`config.mk`:
```
export PLATFORM = sky130hd
export DESIGN_NAME = dmem_arbiter
export DESIGN_NICKNAME = d
export VERILOG_FILES = /design/src/rtl/dmem_arbiter_pkg.sv /design/src/rtl/dmem_arbiter_reg.sv /design/src/rtl/dmem_arbiter.sv
export SDC_FILE = /design/constraint.sdc
export NUM_CORES = 1
export LEC_CHECK = 0
export ABC_AREA = 1
export BUFFER_PORTS_ARGS = -buffer_cell sky130_fd_sc_hd__buf_2
export CORE_MARGIN = 2
export CORE_UTILIZATION = 31
export CTS_CLUSTER_DIAMETER = 40
export DETAILED_ROUTE_END_ITERATION = 7
export SETUP_SLACK_MARGIN = 0.02
export SLEW_MARGIN = 15
export SYNTH_ARGS = -nofsm -noshare
export SYNTH_HDL_FRONTEND = slang
export SYNTH_HIERARCHICAL = 1
export SYNTH_SLANG_ARGS = --single-unit
export TNS_END_PERCENT = 20
```
`constraint.sdc`:
```
create_clock -name i_clk -period 1.76 [get_ports i_clk]
set_clock_uncertainty 0.1 [all_clocks]
set_input_delay 0 -clock i_clk [delete_from_list [all_inputs] [get_ports i_clk]]
set_output_delay 0 -clock i_clk [all_outputs]
set_load 0.01 [all_outputs]
```
`src/rtl/dmem_arbiter_pkg.sv`:
```
// Purpose : shared types for the data-RAM arbiter (request bundle, read owner, arbitration state).
// Latency : n/a (types only).
// Backpressure: n/a.
package dmem_arbiter_pkg;

    // Request bundles carry the byte address at this fixed width.
    // Narrower ADDR_W values are zero-extended into it.
    localparam int DMEM_ADDR_MAX_W = 16;

    typedef struct packed {
        logic                       we;
        logic [DMEM_ADDR_MAX_W-1:0] addr;
        logic [3:0]                 be;
        logic [31:0]                wdata;
    } dmem_req_t;

    typedef enum logic [1:0] {
        OWN_NONE = 2'd0,
        OWN_LSU  = 2'd1,
        OWN_EXT  = 2'd2
    } dmem_owner_e;

    typedef enum logic {
        ARB_LSU_PRIO   = 1'b0,
        ARB_EXT_FORCED = 1'b1
    } arb_state_e;

    function automatic dmem_req_t pack_req(
        input logic                       we,
        input logic [DMEM_ADDR_MAX_W-1:0] addr,
        input logic [3:0]                 be,
        input logic [31:0]                wdata
    );
        dmem_req_t r;
        r.we    = we;
        r.addr  = addr;
        r.be    = be;
        r.wdata = wdata;
        return r;
    endfunction

endpackage

```
`src/rtl/dmem_arbiter_reg.sv`:
```
// Purpose : plain W-bit register with synchronous active-high reset to RST_VAL.
// Latency : 1 cycle (d_i visible on q_o after the next rising edge).
// Backpressure: none; loads every cycle.
// Ports   : clk_i clock, rst_i sync reset, d_i next value, q_o registered value.
module dmem_arbiter_reg #(
    parameter int             W       = 1,
    parameter logic [W-1:0]   RST_VAL = '0
) (
    input  logic         clk_i,
    input  logic         rst_i,
    input  logic [W-1:0] d_i,
    output logic [W-1:0] q_o
);

    always_ff @(posedge clk_i) begin
        if (rst_i) begin
            q_o <= RST_VAL;
        end else begin
            q_o <= d_i;
        end
    end

endmodule

```
`src/rtl/dmem_arbiter.sv`:
```
// Purpose : shares the single-port data RAM between the LSU (priority) and an external port,
//           with a starvation guard that forces one EXT grant after MAX_WAIT denied cycles.
// Latency : grant and RAM drive are combinational; load data returns exactly 1 cycle after grant.
// Backpressure: the losing LSU request is stalled via o_lsu_stall; the losing EXT request waits.
// Ports   : i_clk/i_rst clock and sync reset; i_lsu_* / i_ext_* request ports; o_*_gnt grants;
//           o_*_rvalid/o_*_rdata load returns; o_ram_* RAM drive; i_ram_q RAM read data.
module dmem_arbiter
    import dmem_arbiter_pkg::*;
#(
    parameter int ADDR_W   = 10,
    parameter int MAX_WAIT = 8
) (
    input  logic              i_clk,
    input  logic              i_rst,
    input  logic              i_lsu_req,
    input  logic              i_lsu_we,
    input  logic [ADDR_W-1:0] i_lsu_addr,
    input  logic [3:0]        i_lsu_be,
    input  logic [31:0]       i_lsu_wdata,
    output logic              o_lsu_gnt,
    output logic              o_lsu_stall,
    output logic              o_lsu_rvalid,
    output logic [31:0]       o_lsu_rdata,
    input  logic              i_ext_req,
    input  logic              i_ext_we,
    input  logic [ADDR_W-1:0] i_ext_addr,
    input  logic [3:0]        i_ext_be,
    input  logic [31:0]       i_ext_wdata,
    output logic              o_ext_gnt,
    output logic              o_ext_rvalid,
    output logic [31:0]       o_ext_rdata,
    output logic [ADDR_W-1:0] o_ram_addr,
    output logic [3:0]        o_ram_byteena,
    output logic [31:0]       o_ram_data,
    output logic              o_ram_wren,
    input  logic [31:0]       i_ram_q
);

    localparam int CNT_W = $clog2(MAX_WAIT + 1);

    dmem_req_t        lsu_req, ext_req, sel_req;
    logic             lsu_gnt, ext_gnt;

    logic             state_raw;
    arb_state_e       state_q, state_d;
    logic [CNT_W-1:0] wait_cnt_q, wait_cnt_d;
    logic [CNT_W:0]   wait_inc;
    logic             starve;
    logic [1:0]       rd_owner_raw;
    dmem_owner_e      rd_owner_q, rd_owner_d;
    logic [31:0]      lsu_rdata_q, lsu_rdata_d;
    logic [31:0]      ext_rdata_q, ext_rdata_d;
    logic             lsu_rvalid, ext_rvalid;

    assign state_q    = arb_state_e'(state_raw);
    assign rd_owner_q = dmem_owner_e'(rd_owner_raw);

    assign lsu_req = pack_req(i_lsu_we, DMEM_ADDR_MAX_W'(i_lsu_addr), i_lsu_be, i_lsu_wdata);
    assign ext_req = pack_req(i_ext_we, DMEM_ADDR_MAX_W'(i_ext_addr), i_ext_be, i_ext_wdata);

    // Grant: nothing is granted while reset is held, so every output reads 0 in reset.
    always_comb begin
        lsu_gnt = 1'b0;
        ext_gnt = 1'b0;
        if (!i_rst) begin
            if (state_q == ARB_EXT_FORCED && i_ext_req) begin
                ext_gnt = 1'b1;
            end else if (i_lsu_req) begin
                lsu_gnt = 1'b1;
            end else if (i_ext_req) begin
                ext_gnt = 1'b1;
            end
        end
    end

    // Starvation counter: counts consecutive denied EXT cycles; the cycle whose increment
    // reaches MAX_WAIT schedules one forced EXT cycle.
    always_comb begin
        wait_inc   = {1'b0, wait_cnt_q} + (CNT_W+1)'(1);
        starve     = (wait_inc >= (CNT_W+1)'(MAX_WAIT));
        wait_cnt_d = '0;
        state_d    = ARB_LSU_PRIO;
        if (i_ext_req && !ext_gnt) begin
            wait_cnt_d = starve ? CNT_W'(MAX_WAIT) : wait_inc[CNT_W-1:0];
            if (state_q == ARB_LSU_PRIO && starve) begin
                state_d = ARB_EXT_FORCED;
            end
        end
    end

    // RAM drive from the granted port; idle drives all zeros.
    always_comb begin
        sel_req = '0;
        if (lsu_gnt) begin
            sel_req = lsu_req;
        end else if (ext_gnt) begin
            sel_req = ext_req;
        end
    end

    assign o_ram_addr    = {2'b00, sel_req.addr[ADDR_W-1:2]};
    assign o_ram_byteena = sel_req.be;
    assign o_ram_data    = sel_req.wdata;
    assign o_ram_wren    = (lsu_gnt | ext_gnt) & sel_req.we;

    // Read return: remember who issued the load; RAM data arrives next cycle.
    always_comb begin
        rd_owner_d = OWN_NONE;
        if (lsu_gnt && !i_lsu_we) begin
            rd_owner_d = OWN_LSU;
        end else if (ext_gnt && !i_ext_we) begin
            rd_owner_d = OWN_EXT;
        end
    end

    // A load return pending across a reset assertion is dropped.
    assign lsu_rvalid  = (rd_owner_q == OWN_LSU) && !i_rst;
    assign ext_rvalid  = (rd_owner_q == OWN_EXT) && !i_rst;
    assign lsu_rdata_d = lsu_rvalid ? i_ram_q : lsu_rdata_q;
    assign ext_rdata_d = ext_rvalid ? i_ram_q : ext_rdata_q;

    assign o_lsu_gnt    = lsu_gnt;
    assign o_ext_gnt    = ext_gnt;
    assign o_lsu_stall  = i_lsu_req & ~lsu_gnt & ~i_rst;
    assign o_lsu_rvalid = lsu_rvalid;
    assign o_ext_rvalid = ext_rvalid;
    assign o_lsu_rdata  = i_rst ? 32'd0 : lsu_rdata_d;
    assign o_ext_rdata  = i_rst ? 32'd0 : ext_rdata_d;

    dmem_arbiter_reg #(.W(1)) u_state_reg (
        .clk_i(i_clk), .rst_i(i_rst), .d_i(state_d), .q_o(state_raw)
    );

    dmem_arbiter_reg #(.W(CNT_W)) u_wait_reg (
        .clk_i(i_clk), .rst_i(i_rst), .d_i(wait_cnt_d), .q_o(wait_cnt_q)
    );

    dmem_arbiter_reg #(.W(2)) u_owner_reg (
        .clk_i(i_clk), .rst_i(i_rst), .d_i(rd_owner_d), .q_o(rd_owner_raw)
    );

    dmem_arbiter_reg #(.W(32)) u_lsu_rdata_reg (
        .clk_i(i_clk), .rst_i(i_rst), .d_i(lsu_rdata_d), .q_o(lsu_rdata_q)
    );

    dmem_arbiter_reg #(.W(32)) u_ext_rdata_reg (
        .clk_i(i_clk), .rst_i(i_rst), .d_i(ext_rdata_d), .q_o(ext_rdata_q)
    );

endmodule
```
# --- Yosys cells after proc, flatten, opt, wreduce, memory -nomap -nowiden ---
# Index checks and enable logic that the tools add are counted.
totals:
  ff_bits: 71
  in_bits: 130
  out_inout_bits: 116
  elab_cells: 50
classes:
  addsub: 1
  order_cmp: 1
  eq_ne: 2
  n_mux: 17
  bitwise_logic: 8
  n_reduce_logical: 14
ops:
  columns: ["operator", "n"]
  rows:
  - ["32-bit two-way mux", 4]
  - ["53-bit two-way mux", 2]
  - ["1-bit two-way mux", 9]
  - ["1-bit logical AND", 7]
  - ["4-bit by 1-bit adder with 5-bit output (second input constant)", 1]
  - ["5-bit by 4-bit >= comparator with 1-bit output (second input constant)", 1]
  - ["1-bit logical NOT", 4]
  - ["4-bit two-way mux", 1]
  - ["1-bit inverter", 4]
  - ["2-bit OR reduction", 2]
  - ["1-bit bitwise AND", 3]
  - ["3-bit OR reduction", 1]
  - ["2-bit by 1-bit equality test with 1-bit output (second input constant)", 1]
  - ["2-bit equality test (second input constant)", 1]
  - ["2-bit two-way mux", 1]
  - ["1-bit bitwise OR", 1]

# --- Logic depth before layout (Yosys ltp) ---
logic_depth:
  word_depth: 8
  depth_mapped: 10
  mapped_depth_nobuf: 8

# --- Modules after synthesis ---
# The synthesis kept the hierarchy.
by_module_without_submodules:
  columns: ["module", "instances", "cells_per_inst", "area_each_um2"]
  rows:
  - ["dmem_arbiter", 1, 525, 2165.8]
  - ["dmem_arbiter_reg (u_ext_rdata_reg ...)", 2, 99, 914.6]
  - ["dmem_arbiter_reg (u_wait_reg)", 1, 12, 110.1]
  - ["dmem_arbiter_reg (u_owner_reg)", 1, 6, 55.1]
  - ["dmem_arbiter_reg (u_state_reg)", 1, 3, 30.0]

# --- Worst setup path after synthesis ---
# OpenSTA, ideal clock, no wires.
synth_timing:
  path_kind: "register to register"
  start: "register u_owner_reg.q_o[0]"
  end: "register u_lsu_rdata_reg.q_o[11]"
  setup_time_ps: 112
  arrival_time_ps: 1080
  required_time_ps: 1548
  path_slack_ps: 468
  stages_incl_launch_ff: 10
  n_path_buf: 2
  synth_period_minus_slack_ps: 1292
  path_cell_list: "dfxtp_1 -> inv_1 -> nor2_1 -> nand2_1 -> buf_4 -> buf_4 -> o21ai_0 -> inv_1 -> inv_1 -> nor2_1"
synth_via:
  elab_chain_cells: 4
synth_lines:
  columns: ["element", "line", "source"]
  rows:
  - ["from (decl)", "dmem_arbiter_reg.sv:12", "output logic [W-1:0] q_o"]
  - ["from (signal assigned)", "dmem_arbiter_reg.sv:19", "q_o <= d_i;"]
  - ["2-bit by 1-bit equality test with 1-bit output", "dmem_arbiter.sv:117", "assign lsu_rvalid = (rd_owner_q == OWN_LSU) && !i_rst;"]
  - ["1-bit logical AND", "dmem_arbiter.sv:117", null]
  - ["32-bit two-way mux", "dmem_arbiter.sv:119", "assign lsu_rdata_d = lsu_rvalid ? i_ram_q : lsu_rdata_q;"]
  - ["named net lsu_rdata_d[11]", "dmem_arbiter.sv:51", "logic [31:0] lsu_rdata_q, lsu_rdata_d;"]
  - ["32-bit two-way mux", null, null]
  - ["to (signal assigned)", "dmem_arbiter_reg.sv:19", null]
  - ["to (decl)", "dmem_arbiter_reg.sv:12", null]
# The timed path passes the listed nets, and every way through them passes these cells.
# A chain may end at the register's enable or synchronous reset.

# --- Worst setup path in the final report ---
layout_timing:
  start: "register u_owner_reg.q_o[0]"
  end: "output o_lsu_rdata[6]"
layout_via:
  elab_chain_cells: 4
layout_lines:
  columns: ["element", "line", "source"]
  rows:
  - ["2-bit by 1-bit equality test with 1-bit output", "dmem_arbiter.sv:117", null]
  - ["1-bit logical AND", "dmem_arbiter.sv:117", null]
  - ["32-bit two-way mux", "dmem_arbiter.sv:119", null]
  - ["32-bit two-way mux", null, null]
  - ["to (decl)", "dmem_arbiter.sv:23", "output logic [31:0] o_lsu_rdata,"]
# No other way between the ends.

==> flow_metrics.tcl <==
set metrics [dict create \
    grt_pass1_vias 3990 \
    cts-root-buf "clkbuf_16" \
    powerDensity_nw_per_um2 654 \
    drive_above_1_share_pct 27.0 \
    worst_ep_arrival_time_ns 1.50 \
    synth_edf_count 0 \
    grt_pass1_wl_mm 18.8 \
    core_area_um2 13200 \
    antenna_cells 0 \
    final_max_slew_viol_count 0 \
    cts.clk_slew.worst_paths_ns 0.05 \
    status "finished clean" \
    finalHoldViolations 0 \
    cp.required_ns 1.66 \
    final_net_count 1136 \
    clock-sinks 71 \
    port_buffers 239 \
    gp_congestion 0.731 \
    cts_buffers 9 \
    ys.flop_type "dfxtp_1" \
    hold_path_class "input pin to flop" \
    antenna_found_initial 0 \
    clockBufferDepth 2 \
    postRouteAntennaNets 0 \
    final_area_um2 6200 \
    dieArea_um2 14500 \
    ys_ff_latch 71 \
    drt_pass1_iterations 4 \
    async_flop_share_pct 0 \
    final_common_cell "buf_2" \
    ios 246 \
    fin_crit_sh_pct 90.9 \
    postSynthAreaPerCell_um2 5.63 \
    critPathMaxFanout 37 \
    peakVddDrop_mv 0.560 \
    place_area_um2 5500 \
    maxCapViolCount 0 \
    cts_tree "done" \
    endpoint_kind "primary output" \
    syn_area_um2 4190 \
    place_hpwl_mm 8.49 \
    htree_levels 3 \
    syn_to_final_growth_pct 47.9 \
    initial_core_util_pct 31.6 \
    grt_overflow 0 \
    dieWidth_um 120 \
    drt-initial-drc-count 214 \
    final_util_pct 46.8 \
    yosysSeqAreaShare_pct 33.9 \
    drc 0 \
    yosys_warnings 6 \
    mostFrequentLayoutCells "buf_2 (238), inv_1 (207), nand2_1 (206), nor2_1 (142), dfxtp_1 (71)" \
    final-setup-viol-count 0 \
    path_class "flop to primary output" \
    fmax_mhz 625 \
    critPathLaunchType "flop" \
    vias 4679 \
    p_leak_nw 4.08 \
    synthCells 744 \
    die_h_um 120 \
    vias_per_cell 3.95 \
    rsz0062_at_grt "true" \
    totalWireLength_mm 11.8 \
    insertion_delay_ns 0.32 \
    drt-wirelength-per-cell_um 9.99 \
    synth.distinct_cells 21 \
    track_usage_pct 15.8 \
    num_rows 42 \
    finalWorstPathRequiredPeriod_ns 1.60 \
    grt_max_degree 100 \
]
## stage by stage
step                      worst slack (ns)  hold WS (ns)  power [mW]  instances  setup TNS, ns
final                                0.159        0.0373        4.05       1184              0
after global routing              -0.00932        0.0791        4.26       1184        -0.0319
after CTS                           0.0207        0.0245        4.12       1183              0
after detailed placement             0.319         0.158        2.26       1131              0
after global placement               0.328         0.153        2.25       1131              0
after floorplan                      0.468       -0.0331        1.98        745              0
## state kept, by name (all words and copies together) (netlist names)
name / cells
u_ext_rdata_reg/q_o: 32
u_lsu_rdata_reg/q_o: 32
u_wait_reg/q_o: 4
u_owner_reg/q_o: 2
u_state_reg/q_o: 1
## metal layers
metal	vias to the layer above	track usage, %	wire length [um]
li1	2598	-	-
met3	14	3.73	663
met2	117	26.0	5450
met5	-	0	0
met4	0	4.72	171
met1	1950	20.5	5550
## synth_stat cells (2+ instances only)
library cell	count	share of area, %
nand2_1	207	19
inv_1	207	19
o21ai_0	33	3.9
nor2_1	143	13
buf_2	6	0.72
ha_1	2	0.60
nor2_2	2	0.30
clkbuf_1	7	0.63
nand3_1	3	0.36
buf_6	6	1.6
o21ai_1	31	3.7
dfxtp_1	71	34
buf_4	17	3.0
inv_2	2	0.18
## area by class of cell
type / instances / area [um2]
inverters: 209 / 790
fillers: 1437 / 7050
well taps: 176 / 220
clock inverters: 3 / 43.8
flip-flops and latches: 71 / 1420
repair buffers: 285 / 1730
clock buffers: 12 / 246
multi-input cells: 428 / 1750
## report_power, final
group          switching, mW  internal [mW]  leakage, nW
logic                  0.342          0.304         3.37
clock network          0.634           1.13        0.143
registers            0.00800           1.64        0.574
total                  0.984           3.07         4.08
## critical path, cell delays in order (launching register included)
cell     delay (ns)
dfxtp_1        0.29
inv_1          0.08
nor2_2         0.04
nand2_2        0.13
buf_12         0.22
nand2_1        0.07
o21ai_1        0.10
nor2_1         0.07
buf_2          0.16
## cell families after synthesis
kind of cell / Yosys count / synth area share [%]
buffers and inverters: 246 / 24.8
AOI/OAI and AO/OA: 66 / 8.00
other: 1 / 0.0895
xor gates and xnor gates: 1 / 0.209
DFF: 71 / 33.9
and+or+nand+nor: 357 / 32.4
adders and majority gates: 2 / 0.597
## path summary, 6_finish.rpt
| check | end | cells past startpoint | start | slack, ns |
|---|---|---|---|---|
| max reg2reg | u_owner_reg/q_o[1]$_SDFF_PP0_ | 7 | u_state_reg/q_o$_SDFF_PP0_ | 0.24 |
| max | o_lsu_rdata[6] | 8 | u_owner_reg/q_o[0]$_SDFF_PP0_ | 0.16 |
| min | u_wait_reg/q_o[3]$_SDFF_PP0_ | 6 | i_ext_req | 0.04 |
| min reg2reg | u_wait_reg/q_o[0]$_SDFF_PP0_ | 3 | u_wait_reg/q_o[0]$_SDFF_PP0_ | 0.45 |
## repair_timing
item,4_1_cts,5_1_grt
pin swaps,1,0
gates resized for setup,0,19
hold buffers,36,0
buffers inserted,1,1
hold endpoints to repair,66,0
endpoints found under the setup margin,2,59
No activity file was read; power rests on OpenSTA's default activity.
